[config.mk]
export PLATFORM = sky130hd
export DESIGN_NAME = uart_reg_master
export DESIGN_NICKNAME = d
export VERILOG_FILES = /design/src/rtl/uart_reg_master.sv
export SDC_FILE = /design/constraint.sdc
export NUM_CORES = 1
export LEC_CHECK = 0
export CORE_ASPECT_RATIO = 0.8
export CORE_MARGIN = 2
export CORE_UTILIZATION = 51
export DETAILED_ROUTE_END_ITERATION = 8
export GPL_ROUTABILITY_DRIVEN = 0
export HOLD_SLACK_MARGIN = 0.15
export PLACE_DENSITY = 0.87
export SYNTH_ARGS = -nofsm -noshare
export SYNTH_HDL_FRONTEND = slang
export SYNTH_SLANG_ARGS = --single-unit
[constraint.sdc]
create_clock -name clk -period 2.2 [get_ports clk]
set_clock_uncertainty 0.2 [all_clocks]
set_input_delay 0.66 -clock clk [delete_from_list [all_inputs] [get_ports clk]]
set_output_delay 0.66 -clock clk [all_outputs]
set_load 0.05 [all_outputs]
[src/rtl/uart_reg_master.sv]
// uart_reg_master: turns command frames from a byte-level UART receiver into
// register-bus reads/writes and returns one response byte per frame.
// Command byte: bit7=1 write / 0 read, bits[1:0] address, bits[6:2] must be 0.
// A write frame carries 4 payload bytes, LSB first; a read frame is the
// command byte alone.
module uart_reg_master #(
  parameter int         READ_LATENCY = 1,
  parameter int         TIMEOUT      = 100000,
  parameter logic [7:0] ACK_BYTE     = 8'hA5,
  parameter logic [7:0] ERR_BYTE     = 8'hEE
) (
  input  logic        clk,
  input  logic        rst,
  input  logic [7:0]  rx_byte,
  input  logic        rx_valid,
  output logic [7:0]  tx_byte,
  output logic        tx_start,
  input  logic        tx_busy,
  output logic [1:0]  address,
  output logic        write_enable,
  output logic [31:0] write_data,
  output logic        read_enable,
  input  logic [7:0]  read_data,
  output logic        busy,
  output logic        overrun
);

  localparam int             TW       = $clog2(TIMEOUT + 1);
  localparam logic [TW-1:0]  TMO_MAX  = TW'(TIMEOUT);
  localparam logic [TW-1:0]  TMO_ONE  = TW'(1);
  // Last RD_WAIT count before read_data is sampled (unused when latency is 0).
  localparam logic [1:0]     LAT_LAST = (READ_LATENCY > 0) ? 2'(READ_LATENCY - 1) : 2'd0;

  typedef enum logic [2:0] {
    IDLE     = 3'd0,
    GET_DATA = 3'd1,
    BUS_WR   = 3'd2,
    BUS_RD   = 3'd3,
    RD_WAIT  = 3'd4,
    SEND_RSP = 3'd5
  } state_t;

  // A command is legal only when its reserved bits [6:2] are all zero.
  function automatic logic cmd_legal(input logic [7:0] cmd);
    return (cmd[6:2] == 5'd0);
  endfunction

  state_t        state_q, state_d;
  logic [1:0]    address_q, address_d;
  logic [31:0]   write_data_q, write_data_d;
  logic [7:0]    tx_byte_q, tx_byte_d;
  // Shared counter: payload byte index in GET_DATA, latency count in RD_WAIT.
  logic [1:0]    cnt_q, cnt_d;
  logic [TW-1:0] tmo_q, tmo_d;
  logic          overrun_q, overrun_d;
  logic          write_enable_s, read_enable_s, tx_start_s;

  // Next-state, datapath updates and one-hot strobe decode.
  always_comb begin
    state_d        = state_q;
    address_d      = address_q;
    write_data_d   = write_data_q;
    tx_byte_d      = tx_byte_q;
    cnt_d          = cnt_q;
    tmo_d          = tmo_q;
    overrun_d      = 1'b0;
    write_enable_s = 1'b0;
    read_enable_s  = 1'b0;
    tx_start_s     = 1'b0;
    case (state_q)
      IDLE: begin
        cnt_d = 2'd0;
        tmo_d = '0;
        if (rx_valid) begin
          if (!cmd_legal(rx_byte)) begin
            tx_byte_d = ERR_BYTE;
            state_d   = SEND_RSP;
          end else if (rx_byte[7]) begin
            address_d = rx_byte[1:0];
            state_d   = GET_DATA;
          end else begin
            address_d = rx_byte[1:0];
            state_d   = BUS_RD;
          end
        end else begin
          state_d = IDLE;
        end
      end
      GET_DATA: begin
        if (rx_valid) begin
          // A byte arriving on the timeout cycle still counts as in time.
          tmo_d = '0;
          write_data_d[{cnt_q, 3'b000} +: 8] = rx_byte;
          cnt_d = cnt_q + 2'd1;
          if (cnt_q == 2'd3) begin
            state_d = BUS_WR;
          end else begin
            state_d = GET_DATA;
          end
        end else if (tmo_q >= TMO_MAX) begin
          // Abandon the frame silently; partial payload stays in write_data.
          state_d = IDLE;
        end else begin
          tmo_d = tmo_q + TMO_ONE;
        end
      end
      BUS_WR: begin
        write_enable_s = 1'b1;
        overrun_d      = rx_valid;
        tx_byte_d      = ACK_BYTE;
        state_d        = SEND_RSP;
      end
      BUS_RD: begin
        read_enable_s = 1'b1;
        overrun_d     = rx_valid;
        cnt_d         = 2'd0;
        if (READ_LATENCY == 0) begin
          tx_byte_d = read_data;
          state_d   = SEND_RSP;
        end else begin
          state_d = RD_WAIT;
        end
      end
      RD_WAIT: begin
        overrun_d = rx_valid;
        if (cnt_q == LAT_LAST) begin
          tx_byte_d = read_data;
          state_d   = SEND_RSP;
        end else begin
          cnt_d = cnt_q + 2'd1;
        end
      end
      SEND_RSP: begin
        overrun_d = rx_valid;
        if (!tx_busy) begin
          tx_start_s = 1'b1;
          state_d    = IDLE;
        end else begin
          state_d = SEND_RSP;
        end
      end
      default: begin
        state_d = IDLE;
      end
    endcase
  end

  // State and datapath registers; asynchronous reset discards any partial frame.
  always_ff @(posedge clk or negedge rst) begin
    if (!rst) begin
      state_q      <= IDLE;
      address_q    <= 2'd0;
      write_data_q <= 32'd0;
      tx_byte_q    <= 8'd0;
      cnt_q        <= 2'd0;
      tmo_q        <= '0;
      overrun_q    <= 1'b0;
    end else begin
      state_q      <= state_d;
      address_q    <= address_d;
      write_data_q <= write_data_d;
      tx_byte_q    <= tx_byte_d;
      cnt_q        <= cnt_d;
      tmo_q        <= tmo_d;
      overrun_q    <= overrun_d;
    end
  end

  assign address      = address_q;
  assign write_data   = write_data_q;
  assign tx_byte      = tx_byte_q;
  assign overrun      = overrun_q;
  assign write_enable = write_enable_s;
  assign read_enable  = read_enable_s;
  assign tx_start     = tx_start_s;
  assign busy         = (state_q != IDLE);

endmodule

==> metrics.txt <==
mux cell area share after synthesis=0.0103; Initial Util=0.532; Post-synth EDFFs=0; CTS tree=done; CP arrival=1360 ps; Routed WL per cell=16.8 um; H-tree depth=3; Combinational Power Share=0.531; Synth Area in XOR/XNOR=0.0111; Hold WC Path Type=flip-flop to flip-flop; Remaining Overflow, GRT=0; NumNets Final=486; asr flop ratio synth=1.00; first-pass GRT wire length=14.8 mm; Hold Crit Start=tx_byte[7]$_DFFE_PN0P_; initial antenna violation count=0; Switching Share=0.466; worst skew pair latency=340 ps; share of the synthesized area in the top cell type=0.514; std cell rows=25; Worst setup SP type=flip-flop; port bufs=66; HPWL after detailed placement=6.15 mm; CTS Buffer Depth=2; final core occ=0.749; reg2reg setup slack=140 ps; maxcap violations=0; Syn Inst Count=351; NetSw=2.89 mW; DP Cell Count=519; die area=6850 um^2; detailed-route wire length=9.16 mm; root buf cell=clkbuf_8; leak pwr=2.07 nW; total core area=5940 um^2; Internal Pwr Total=3.31 mW; via/cell ratio=5.67; R2R depth=5; Die Span X=92.1 um; final hold violations=0; DR vias=3084; Worst Path Max Fanout=5; top_reg_cell synth=dfrtp_1; syn avg cell area=9.02 um^2; Die Height=74.5 um; clock group share of total power=0.182; worst-margin pin slew=595 ps; vias in the first global route=2994; share of layout cells above drive strength 1=0.285; reg-to-reg endpoint=tmo_q[3]$_DFFE_PN0P_; DRT iter0 DRCs=309; RSZ-0062 raised after global routing=true; #FFs+latches synth=65; Worst Setup Path Type=flip-flop to output port; min cycle time layout=2220 ps; clk sinks=65; CP endpoint kind=output port; # IOs=67; CTS Buf Count=9; Area Overhead vs Synth=40.6%; fmax=450 MHz; Total Power=6.20 mW; Worst-path clk slew=80 ps; post-route setup slack=-21.3 ps; simple-gate share of the synthesized area=0.248; Post-Syn Area=3160 um^2; largest net degree at the start of global routing=25; Total Routing Usage GR=0.284; Reg power frac=0.287; Post-route DRC=0; ANT nets after route=0; Non-Filler Instances=544; Final Cell Area=4450 um^2; Syn Nets=379; worst r2r src=tmo_q[5]$_DFFE_PN0P_; Final setup viols=1; PwrDens=1390 nW/um^2; yosys warns=0; Required @ worst endpoint=1340 ps; Synth Area in Compound Gates=0.154; number of iterations in the first detailed-routing pass=5; Fillers=404; violated checks=setup timing; Max-Slew Margin vs Limit=0.603; largest family of logic cells by synthesized area=simple AND/OR/NAND/NOR gates; final worst-path cycle share=1.01; Hold Path Sink=tx_byte[7]$_DFFE_PN0P_; Synth Area in Adders=0.0316; Cell Area, Placed=4060 um^2; Seq/Total Area, Yosys=0.514; depth of the worst hold-timing path=2; synth unique cells=50; antenna cells=0; cell accounting for the most synthesized area=dfrtp_1; Final Slew Violations=0; Synth area leaders=dfrtp_1 51%, nand2_1 12%, o21ai_0 7.6%; worst vdd ir=0.000617 V; outcome=finished, violations left
==> state kept, by name, summed over array words and instances, names as in the netlist <==
register,cells
write_data,32
tmo_q,17
tx_byte,8
state_q,3
address,2
cnt_q,2
overrun,1
==> worst max-delay path: stages (launching register included) <==
cell and delay [ps]:
dfrtp_2 450, or2_4 250, nor2_4 120, inv_2 50, buf_6 140
==> timing repair <==
action | CTS | global route
setup buffers | 5 | 2
gates resized for setup | 18 | 17
endpoints found under the hold margin | 22 | 0
hold buffers | 1 | 0
setup endpoints to repair | 17 | 21
pin swaps | 3 | 5
cloned | 0 | 1
==> cell usage in the layout, fill, tap and decap left out, types with 10 or more instances in the layout <==
| cell type | netlist | layout |
|---|---|---|
| buf_4 | 1 | 79 |
| clkbuf_8 | 0 | 10 |
| clkdlybuf4s50_1 | 0 | 12 |
| dfrtp_1 | 65 | 62 |
| nand2_1 | 102 | 102 |
| nor2_1 | 15 | 11 |
| o21ai_0 | 48 | 46 |
==> metal layers <==
layer | track usage | wire (um) | up-vias
met5 | 0 | 0 | -
met4 | 0.136 | 288 | 0
met3 | 0.0699 | 733 | 29
met2 | 0.456 | 4310 | 168
met1 | 0.372 | 3830 | 1461
li1 | - | - | 1426
==> area by class of cell <==
type	instances	area [um^2]	area share
Multi-Input combinational cell	264	1530	0.343
Inverter	11	41.3	0.00928
Clock buffer	11	141	0.0318
Sequential cell	65	1630	0.366
Timing Repair Buffer	107	930	0.209
Clock inverter	5	78.8	0.0177
Tap cell	81	101	0.0228
==> power groups by stage <==
stage	clock network (mW)	registers [mW]	logic (mW)
5_1_grt	1.20	1.82	3.51
2_1_floorplan	0	2.72	1.00
4_1_cts	1.13	1.79	3.12
6_report	1.13	1.78	3.29
3_3_place_gp	0	1.78	2.94
3_5_place_dp	0	1.81	3.02
==> worst max-delay path by stage <==
stage	from	to	slack (ps)	cells after the start
6_report	state_q[2]$_DFFE_PN0P_	busy	-20	4
5_1_grt	state_q[2]$_DFFE_PN0P_	busy	-70	4
4_1_cts	state_q[1]$_DFFE_PN0P_	busy	-50	4
3_5_place_dp	rx_valid	tmo_q[6]$_DFFE_PN0P_	-430	7
3_3_place_gp	rx_byte[5]	address[1]$_DFFE_PN0P_	-390	4
2_1_floorplan	state_q[2]$_DFFE_PN0P_	read_enable	-130	3
==> cell families after synthesis <==
group,count (synthesis)
xor+xnor,4
simple gates,167
mux,3
fa+ha+maj,8
buf+inv,22
flops,65
compound gates,82
==> through the flow <==
stage / setup slack (ps) / setup TNS [ps] / hold WS [ps]
3_3_place_gp: -389 / -11120 / 261
3_5_place_dp: -432 / -13010 / 274
6_report: -21.3 / -21.3 / 283
5_1_grt: -68.3 / -133 / 309
2_1_floorplan: -130 / -260 / 164
4_1_cts: -54.2 / -105 / 290
==> cells in the mapped netlist (2+ instances only) <==
master	number
or4_1	7
o21ai_0	48
ha_1	8
or3_1	3
mux2_2	2
xnor2_1	4
and3_1	5
nor4b_1	2
inv_1	10
nand3_1	8
nor2_1	15
a221oi_1	2
and2_1	2
o22ai_1	4
dfrtp_1	65
nand2b_1	4
o211ai_1	8
buf_2	2
nand2_1	102
nor3b_1	3
a21oi_1	7
o21ai_1	3
nor3_1	3
or2_2	2
clkbuf_1	6
nand4_1	2
Power figures use the tool's default switching activity.
